**config.mk**
```make
export PLATFORM = sky130hd
export DESIGN_NAME = mac32_stim_gen
export DESIGN_NICKNAME = d
export VERILOG_FILES = /design/src/rtl/mac32_stim_gen.sv
export SDC_FILE = /design/constraint.sdc
export NUM_CORES = 1
export LEC_CHECK = 0
export CORE_AREA = 2 2 156 158
export CTS_CLUSTER_DIAMETER = 40
export CTS_CLUSTER_SIZE = 8
export DETAILED_ROUTE_END_ITERATION = 10
export DIE_AREA = 0 0 158 160
export GPL_TIMING_DRIVEN = 0
export PLACE_DENSITY_LB_ADDON = 0.2
export SYNTH_ARGS = -nofsm -noshare
export SYNTH_HDL_FRONTEND = slang
export SYNTH_SLANG_ARGS = --single-unit
```
**constraint.sdc**
```tcl
create_clock -name clk -period 2.3 [get_ports clk]
set_input_delay 0.23 -clock clk [delete_from_list [all_inputs] [get_ports clk]]
set_output_delay 0.23 -clock clk [all_outputs]
set_load 0.03 [all_outputs]
```
**src/rtl/mac32_stim_gen.sv**
```systemverilog
// Operand generator and driver for the 32-bit FP MAC (Result = A + B*C): LFSR-built operands,
// valid/ready handoff, result capture. Optional macro MAC32_STIM_SPECIALS_EN forces A=+0, C=1.0.
module mac32_stim_gen #(
    parameter int unsigned PARM_XLEN   = 32,
    parameter int unsigned PARM_EXP    = 8,
    parameter int unsigned PARM_MANT   = 23,
    parameter int unsigned PARM_BIAS   = 127,
    parameter int unsigned NUM_TESTS   = 1000,
    parameter int unsigned LAT_TIMEOUT = 64,
    parameter logic [31:0] SEED        = 32'h1
) (
    input  logic                 clk,
    input  logic                 rst_n,
    input  logic                 start_i,
    output logic [PARM_XLEN-1:0] A_o,
    output logic [PARM_XLEN-1:0] B_o,
    output logic [PARM_XLEN-1:0] C_o,
    output logic                 op_valid_o,
    input  logic                 op_ready_i,
    input  logic                 res_valid_i,
    input  logic [PARM_XLEN-1:0] Result_i,
    output logic [PARM_XLEN-1:0] Result_o,
    output logic                 result_ready_o,
    output logic                 sim_end_o,
    output logic                 busy_o,
    output logic [15:0]          tx_cnt_o,
    output logic                 timeout_err_o
);

    typedef enum logic [2:0] {
        StIdle,
        StGen,
        StDrive,
        StWaitRes,
        StReport,
        StDone
    } state_e;

    // An all-zero seed would lock a Galois LFSR at zero forever.
    localparam logic [31:0] SeedRawA = SEED;
    localparam logic [31:0] SeedRawB = SEED ^ 32'h5A5A5A5A;
    localparam logic [31:0] SeedRawC = SEED ^ 32'hA5A5A5A5;
    localparam logic [31:0] SeedA    = (SeedRawA == 32'h0) ? 32'h1 : SeedRawA;
    localparam logic [31:0] SeedB    = (SeedRawB == 32'h0) ? 32'h1 : SeedRawB;
    localparam logic [31:0] SeedC    = (SeedRawC == 32'h0) ? 32'h1 : SeedRawC;

    localparam logic [PARM_EXP-1:0] ExpBase  = PARM_EXP'(PARM_BIAS - 16);
    localparam int unsigned         LatEff   = (LAT_TIMEOUT == 0) ? 1 : LAT_TIMEOUT;
    localparam logic [31:0]         LatLast  = 32'(LatEff - 1);
    localparam logic [15:0]         NumTests = 16'(NUM_TESTS);

`ifdef MAC32_STIM_SPECIALS_EN
    localparam logic [PARM_XLEN-1:0] FpOne = {1'b0, PARM_EXP'(PARM_BIAS), PARM_MANT'(0)};
`endif

    function automatic logic [31:0] lfsr_next(input logic [31:0] s);
        return {1'b0, s[31:1]} ^ (s[0] ? 32'h80200003 : 32'h0);
    endfunction

    // Exponent confined to bias-16 .. bias+15, so never zero/denormal/Inf/NaN.
    function automatic logic [PARM_XLEN-1:0] to_operand(input logic sgn,
                                                        input logic [4:0] exp_off,
                                                        input logic [PARM_MANT-1:0] mant);
        logic [PARM_EXP-1:0] exp_f;
        exp_f = ExpBase + PARM_EXP'(exp_off);
        return {sgn, exp_f, mant};
    endfunction

    state_e                 state_q, state_d;
    logic [31:0]            la_q, la_d;
    logic [31:0]            lb_q, lb_d;
    logic [31:0]            lc_q, lc_d;
    logic [PARM_XLEN-1:0]   a_q, a_d;
    logic [PARM_XLEN-1:0]   b_q, b_d;
    logic [PARM_XLEN-1:0]   c_q, c_d;
    logic [PARM_XLEN-1:0]   result_q, result_d;
    logic [15:0]            tx_cnt_q, tx_cnt_d;
    logic [31:0]            wait_cnt_q, wait_cnt_d;
    logic                   timeout_err_q, timeout_err_d;

    always_comb begin
        state_d       = state_q;
        la_d          = la_q;
        lb_d          = lb_q;
        lc_d          = lc_q;
        a_d           = a_q;
        b_d           = b_q;
        c_d           = c_q;
        result_d      = result_q;
        tx_cnt_d      = tx_cnt_q;
        wait_cnt_d    = wait_cnt_q;
        timeout_err_d = timeout_err_q;

        unique case (state_q)
            StIdle: begin
                if (start_i) begin
                    tx_cnt_d      = 16'h0;
                    timeout_err_d = 1'b0;
                    state_d       = (NumTests == 16'h0) ? StDone : StGen;
                end
            end
            StGen: begin
                la_d    = lfsr_next(la_q);
                lb_d    = lfsr_next(lb_q);
                lc_d    = lfsr_next(lc_q);
                a_d     = to_operand(la_d[31], la_d[4:0], la_d[PARM_MANT-1:0]);
                b_d     = to_operand(lb_d[31], lb_d[4:0], lb_d[PARM_MANT-1:0]);
                c_d     = to_operand(lc_d[31], lc_d[4:0], lc_d[PARM_MANT-1:0]);
`ifdef MAC32_STIM_SPECIALS_EN
                // Every 16th transaction: 0 + B*1.0 must return B bit-exact.
                if (tx_cnt_q[3:0] == 4'hF) begin
                    a_d = '0;
                    c_d = FpOne;
                end
`endif
                state_d = StDrive;
            end
            StDrive: begin
                if (op_ready_i) begin
                    wait_cnt_d = 32'h0;
                    state_d    = StWaitRes;
                end
            end
            StWaitRes: begin
                // A result arriving on the expiry cycle takes priority over the timeout.
                if (res_valid_i) begin
                    result_d = Result_i;
                    state_d  = StReport;
                end else if (wait_cnt_q == LatLast) begin
                    timeout_err_d = 1'b1;
                    state_d       = StDone;
                end else begin
                    wait_cnt_d = wait_cnt_q + 32'h1;
                end
            end
            StReport: begin
                tx_cnt_d = tx_cnt_q + 16'h1;
                state_d  = (tx_cnt_d == NumTests) ? StDone : StGen;
            end
            StDone: begin
                state_d = StIdle;
            end
            default: begin
                state_d = StIdle;
            end
        endcase
    end

    always_ff @(posedge clk) begin
        if (!rst_n) begin
            state_q       <= StIdle;
            la_q          <= SeedA;
            lb_q          <= SeedB;
            lc_q          <= SeedC;
            a_q           <= '0;
            b_q           <= '0;
            c_q           <= '0;
            result_q      <= '0;
            tx_cnt_q      <= 16'h0;
            wait_cnt_q    <= 32'h0;
            timeout_err_q <= 1'b0;
        end else begin
            state_q       <= state_d;
            la_q          <= la_d;
            lb_q          <= lb_d;
            lc_q          <= lc_d;
            a_q           <= a_d;
            b_q           <= b_d;
            c_q           <= c_d;
            result_q      <= result_d;
            tx_cnt_q      <= tx_cnt_d;
            wait_cnt_q    <= wait_cnt_d;
            timeout_err_q <= timeout_err_d;
        end
    end

    assign A_o            = a_q;
    assign B_o            = b_q;
    assign C_o            = c_q;
    assign Result_o       = result_q;
    assign tx_cnt_o       = tx_cnt_q;
    assign timeout_err_o  = timeout_err_q;
    assign op_valid_o     = (state_q == StDrive);
    assign result_ready_o = (state_q == StReport);
    assign sim_end_o      = (state_q == StDone);
    assign busy_o         = (state_q != StIdle);

endmodule

```
==> results.py, run 1 <==
metrics = {
    "cts": {
        "cts_max_level": 2,
        "cts_root_buf": "clkbuf_16",
        "cts_made_buffers": 38,
        "cts_tree": "built",
        "cts.sinks": 229,
        "cts_buffer_depth": 3,
        "insertion_delay_ns": 0.51,
        "clk_pin_slew_ns": 0.05,
    },
    "power": {
        "net-switching-power_mw": 3.03,
        "p_leak_nw": 4.71,
        "p_sw_share_pct": 26.5,
        "clockPowerShare_pct": 46.7,
        "vdd_drop_max_mv": 0.430,
        "seqPwrFrac_pct": 38.7,
        "power_density_nw_per_um2": 897,
        "p_int_mw": 8.41,
        "finalPower_mw": 11.4,
        "pwr-share-comb_pct": 14.6,
    },
    "sta": {
        "fmax_ghz": 0.453,
        "clock_skew_ns": 0.0112,
        "hold_viol": 0,
        "setup_ws_ns": 0.0930,
        "finalSetupViolations": 0,
        "finalMaxSlewViolations": 0,
        "worst_slew_pin_slew_ns": 0.788,
        "finalCritPeriodShare_pct": 96.0,
        "slew_headroom_pct": 47.5,
        "tns_ns": 0,
        "fin_crit_ns": 2.21,
    },
    "route": {
        "met2WireLength_um": 12700,
        "num_vias": 8654,
        "drtIter0Drc": 520,
        "met3_length_um": 1440,
        "totalWireLength_um": 27100,
        "routed_via_density": 5.03,
        "drt-pass1-iter-count": 5,
        "postRouteAntennaNets": 0,
        "maxUsedRoutingLayer": "met4",
        "post-route-drc-count": 0,
        "wl_per_cell_um": 15.7,
        "met1Wirelength_um": 12300,
    },
    "synth": {
        "syn_inst": 1156,
        "async_flop_share_pct": 0,
        "synth_flop_cell": "dfxtp_1",
        "synth-seq-cells": 229,
        "syn_nets": 1198,
        "yosysUniqueCellTypes": 55,
        "netlist_area_um2": 9310,
        "synth_seq_area_share_pct": 49.2,
        "syn_avg_cell_area_um2": 8.06,
        "synth_edf_count": 0,
        "ys_warn_count": 0,
    },
    "worst_hold_path": {
        "worstHoldStart": "rst_n",
        "hold_depth": 3,
        "holdPathEnd": "A_o[29]$_SDFFE_PN0P_",
        "hp-class": "input port to flop",
    },
    "critical_path": {
        "worstPathArrival_ns": 1.98,
        "worst-path-buf-inv": 2,
        "reg2reg_depth": 5,
        "critPathMaxStageDelay_ns": 0.68,
        "start_kind": "flop",
        "worstPathRequired_ns": 2.07,
        "path_cells": "buf_2 -> and3b_1 -> clkdlybuf4s50_1",
        "crit_path_top_delay_cell": "clkdlybuf4s50_1",
        "critPathCaptureType": "primary output",
        "r2r-end": "C_o[29]$_SDFFE_PN0P_",
        "r2r-start": "state_q[0]$_SDFFE_PN0P_",
        "path_class": "flop to primary output",
        "critPathTopFamily": "buffers and inverters",
        "cp_max_fo": 10,
        "r2r_slack_ns": 0.19,
    },
    "global_route": {
        "grt_pass1_vias": 7860,
        "grt_usage_pct": 20.8,
        "grt_pass1_wl_um": 41700,
        "grt.overflow.total": 0,
        "grt_antenna_before_repair": 0,
        "grt_max_degree": 20,
    },
    "final_layout": {
        "drive_gt1_share_pct": 9.24,
        "fillers": 2303,
        "multiInputGateArea_um2": 4030,
        "fin_nets": 1421,
        "final-seq-area_um2": 4580,
        "fin_cells": 1720,
        "finalInstanceArea_um2": 12800,
        "area.growth.synth_to_final_pct": 37.0,
        "layout_common_cells": "nand2_1 (302), dfxtp_1 (229), clkdlybuf4s50_1 (181)",
        "num_antenna_cells": 0,
        "layout_commonest_cell": "nand2_1",
    },
    "outcome": {
        "status": "finished, final reports clean",
    },
    "floorplan": {
        "rows": 57,
        "initial_core_util_pct": 39.1,
        "core_um2": 23800,
        "die_height_um": 160,
        "fp.dieW_um": 158,
        "pin_count": 186,
        "die-area_um2": 25300,
    },
    "place": {
        "dpl-instance-area_um2": 11600,
        "io_buffers": 184,
        "place_hpwl_um": 19000,
        "pre_cts_ws_ns": -0.0975,
        "gp_congestion": 0.830,
        "dp_cells": 1664,
    },
    "run": {
        "maxCapViolations": 0,
    },
}
[kinds of logic (layout without fill, tap and decap cells)]
| family | Yosys count | after routing | share of synthesized area [%] |
|---|---|---|---|
| AO/OA/AOI/OAI | 254 | 254 | 15.3 |
| XOR/XNOR | 32 | 32 | 3.01 |
| adder cells (fa/ha/maj) | 5 | 5 | 0.672 |
| buffers and inverters | 136 | 376 | 7.60 |
| flip-flops | 229 | 229 | 49.2 |
| multiplexers | 4 | 4 | 0.430 |
| AND/OR/NAND/NOR | 496 | 496 | 23.8 |
[routing by layer]
| metal | vias up | track usage, % |
|---|---|---|
| met2 | 237 | 33.5 |
| met3 | 49 | 3.36 |
| met4 | 0 | 7.17 |
| li1 | 4331 | - |
| met5 | - | 0 |
| met1 | 4037 | 28.2 |
[final cells by class]
| type | count | area share, % |
|---|---|---|
| multi-input cells | 791 | 31.6 |
| inverters | 15 | 0.461 |
| well taps | 324 | 3.18 |
| flip-flops and latches | 229 | 35.9 |
| repair buffers | 184 | 14.4 |
| plain buffers | 120 | 5.18 |
| clock inverters | 5 | 0.834 |
| clock buffers | 52 | 8.43 |
[worst max-delay path by stage]
stage | from | to | slack [ns] | cells past startpoint
4_1_cts | state_q[0]$_SDFFE_PN0P_ | result_ready_o | 0.03 | 5
5_1_grt | wait_cnt_q[6]$_SDFFE_PN0P_ | wait_cnt_q[5]$_SDFFE_PN0P_ | -0.009 | 8
3_5_place_dp | state_q[0]$_SDFFE_PN0P_ | result_ready_o | -0.1 | 6
2_1_floorplan | tx_cnt_o[2]$_SDFFE_PN0P_ | state_q[2]$_SDFFE_PN0P_ | 0.32 | 8
6_report | state_q[0]$_SDFFE_PN0P_ | sim_end_o | 0.09 | 3
3_3_place_gp | state_q[0]$_SDFFE_PN0P_ | result_ready_o | -0.09 | 6
[per-stage QoR]
stage / utilization [%] / hold WS [ns]
2_1_floorplan: - / 0.366
3_3_place_gp: 48.5 / 0.437
3_5_place_dp: 48.5 / 0.443
4_1_cts: 53.5 / 0.258
5_1_grt: 53.6 / 0.257
6_report: 53.6 / 0.266
[synthesized netlist by cell type (3+ instances only)]
master / number / area share [%]
nand3_1: 27 / 1.5
xor2_1: 14 / 1.3
nor3_1: 14 / 0.75
or4_1: 10 / 0.81
inv_1: 14 / 0.56
nand2_1: 302 / 12
a311oi_1: 7 / 0.66
dfxtp_1: 229 / 49
nand2b_1: 3 / 0.20
o21ai_0: 30 / 1.6
clkbuf_1: 62 / 2.5
nor4_1: 10 / 0.67
and2_1: 4 / 0.27
mux2i_1: 4 / 0.43
a211oi_1: 13 / 1.0
o31ai_1: 4 / 0.32
xnor2_1: 18 / 1.7
or3_1: 11 / 0.74
o211a_1: 5 / 0.54
buf_2: 8 / 0.43
buf_4: 48 / 3.9
nor2_1: 66 / 2.7
a21o_1: 3 / 0.24
ha_1: 5 / 0.67
o211ai_1: 6 / 0.48
and4_1: 4 / 0.38
and3_1: 11 / 0.74
a21oi_1: 170 / 9.1
a31oi_1: 4 / 0.27
nand4_1: 13 / 0.87
[power by group through the flow]
stage	registers [mW]	clock network [mW]	logic, mW
floorplan	4.61	0	0.864
global placement	4.49	0	1.66
detailed placement	4.49	0	1.67
CTS	4.42	5.43	1.68
global route	4.45	5.61	1.81
finish	4.42	5.34	1.67
[sequential cells by signal, summed over array words and instances (netlist names)]
signal,count
lb_q,32
state_q,3
timeout_err_o,1
Result_o,32
tx_cnt_o,16
A_o,9
wait_cnt_q,32
C_o,19
B_o,21
lc_q,32
la_q,32
[repair_timing]
action / 4_1_cts / 5_1_grt
pin swaps: 0 / 0
cloned: 0 / 0
gates resized for setup: 5 / 19
endpoints found under the setup margin: 5 / 74
hold buffers: 0 / 0
endpoints found under the hold margin: 0 / 0
setup buffers: 0 / 0
[worst min-delay path, cell delays in order]
cell      delay [ns]
clkbuf_1        0.27
o21ai_0         0.17
a31oi_1         0.05
Note: power is estimated with default switching activity, not from simulation.
==> run 2, diff against run 1 <==
--- a/config.mk
+++ b/config.mk
@@ -11,7 +11,7 @@
 export DETAILED_ROUTE_END_ITERATION = 10
 export DIE_AREA = 0 0 158 160
 export GPL_TIMING_DRIVEN = 0
-export PLACE_DENSITY_LB_ADDON = 0.2
+export PLACE_DENSITY_LB_ADDON = 0.15
 export SYNTH_ARGS = -nofsm -noshare
 export SYNTH_HDL_FRONTEND = slang
 export SYNTH_SLANG_ARGS = --single-unit
==> constraint.sdc (replaced) <==
create_clock -name clk -period 2.3 [get_ports clk]
set_input_delay 0.23 -clock clk [delete_from_list [all_inputs] [get_ports clk]]
set_output_delay 0.23 -clock clk [all_outputs]
set_load 0.1 [all_outputs]
==> run 2 against run 1 <==
  * Power increased by 4.9%
  * Utilization decreased by 0.15 points
  * Global-route usage increased by 0.62 points
  * Count of clock-buffer cells in the layout unchanged
  * Hold slack got worse by 0.033 ns
  * Largest power group unchanged
==> results.py, run 2 (synthesis gave the netlist of run 1 again) <==
metrics = {
    "place": {
        "dp_cells": 1664,
        "gp_congestion": 0.826,
        "place_hpwl_um": 19300,
        "io_buffers": 184,
    },
    "cts": {
        "cts_made_buffers": 39,
        "cts_max_level": 2,
        "cts_root_buf": "clkbuf_16",
        "cts_tree": "built",
        "cts_hold_buf": 0,
        "cts_buffer_depth": 3,
        "cts.sinks": 229,
        "insertion_delay_ns": 0.51,
        "post_cts_buffers": 0,
        "clk_pin_slew_ns": 0.05,
    },
    "global_route": {
        "grt_max_degree": 11,
        "grt.overflow.total": 0,
        "grt_pass1_vias": 8164,
        "grt_antenna_before_repair": 0,
        "grt_pass1_wl_um": 43300,
        "grt_usage_pct": 21.4,
    },
    "sta": {
        "rsz0062_at_grt": "false",
        "clock_skew_ns": 0.0185,
        "hold_slack_ns": 0.233,
        "finalCritPeriodShare_pct": 99.0,
        "fmax_ghz": 0.439,
        "worst_slew_pin_slew_ns": 1.07,
        "tns_ns": 0,
        "hold_viol": 0,
        "slew_headroom_pct": 28.4,
        "finalSetupViolations": 0,
        "fin_crit_ns": 2.28,
        "finalMaxSlewViolations": 0,
    },
    "run": {
        "maxCapViolations": 0,
    },
    "floorplan": {
        "fp.dieW_um": 158,
        "die-area_um2": 25300,
        "rows": 57,
        "core_um2": 23800,
        "initial_core_util_pct": 39.1,
        "die_height_um": 160,
        "pin_count": 186,
    },
    "critical_path": {
        "critPathMaxStageDelay_ns": 1.17,
        "critPathCaptureType": "primary output",
        "cp-startpoint": "B_o[23]$_SDFFE_PN0P_",
        "worst-path-buf-inv": 1,
        "path_cells": "clkdlybuf4s50_1",
        "r2r-start": "state_q[0]$_SDFFE_PN0P_",
        "worstPathArrival_ns": 2.05,
        "worstPathRequired_ns": 2.07,
        "cp_max_fo": 2,
        "crit_path_top_delay_cell": "clkdlybuf4s50_1",
        "start_kind": "flop",
        "critPathTopFamily": "buffers and inverters",
        "path_class": "flop to primary output",
    },
    "power": {
        "power_density_nw_per_um2": 943,
        "p_leak_nw": 5.19,
        "vdd_drop_max_mv": 0.538,
    },
    "route": {
        "routed_via_density": 5.03,
        "num_vias": 8662,
        "postRouteAntennaNets": 0,
        "post-route-drc-count": 0,
        "drt-pass1-iter-count": 5,
        "wl_per_cell_um": 15.9,
        "totalWireLength_um": 27500,
        "drtIter0Drc": 459,
    },
    "final_layout": {
        "fin_cells": 1723,
        "fillers": 2337,
        "area.growth.synth_to_final_pct": 36.6,
        "drive_gt1_share_pct": 10.7,
        "final-seq-area_um2": 4600,
        "layout_commonest_cell": "nand2_1",
        "multiInputGateArea_um2": 4030,
        "layout_common_cells": "nand2_1 (302), dfxtp_1 (217), a21oi_1 (170)",
        "num_antenna_cells": 0,
        "fin_nets": 1423,
    },
    "worst_hold_path": {
        "worstHoldStart": "rst_n",
        "hp-class": "input port to flop",
    },
    "outcome": {
        "status": "finished, final reports clean",
    },
}
-- run 2: metal layers --
metal	vias up	share of wire [%]	routed length (µm)	global-route usage, %
li1	4345	-	-	-
met1	4044	46	12700	29.3
met2	237	48	13100	35.4
met3	36	4.7	1290	3.28
met4	0	1.4	378	5.20
met5	-	0	0	0
-- run 2: area by class of cell --
type	instances	area share, %
plain buffers	121	5.26
well taps	324	3.19
clock buffers	52	8.61
repair buffers	184	14.2
flip-flops and latches	229	36.2
clock inverters	7	0.423
multi-input cells	791	31.7
inverters	15	0.462
-- run 2: per-stage QoR --
step | util [%] | total power [mW] | setup slack [ns] | instance area [µm²]
after floorplan | - | 6.28 | 0.0108 | 9330
after global placement | 48.6 | 6.95 | -0.377 | 11600
after detailed placement | 48.6 | 6.96 | -0.397 | 11600
after CTS | 53.2 | 12.1 | 0.000535 | 12700
after global routing | 53.4 | 12.5 | 0.000649 | 12700
final | 53.4 | 12.0 | 0.0224 | 12700
-- run 2: tightest hold or removal path, cell delays in order --
cell and delay, ns:
clkbuf_1 0.25, o21ai_0 0.16, a31oi_1 0.05
-- run 2: path summary, 6_finish.rpt --
| kind | endpoint | slack, ns | cells past startpoint |
|---|---|---|---|
| max reg2reg | lb_q[27]$_SDFFE_PN1P_ | 0.17 | 6 |
| min | C_o[29]$_SDFFE_PN0P_ | 0.23 | 3 |
| min reg2reg | la_q[27]$_SDFFE_PN0P_ | 0.45 | 2 |
| max | B_o[23] | 0.02 | 1 |
-- run 2: where the power goes --
group | switching [mW] | internal (mW)
logic | 1.84 | 0.592
registers | 0.191 | 4.23
clock network | 1.86 | 3.29
total | 3.89 | 8.11
-- run 2: repair_timing --
action,4_1_cts,5_1_grt
endpoints found under the hold margin,0,0
pin swaps,0,0
gates resized for setup,72,40
setup endpoints to repair,59,109
gates cloned,0,0
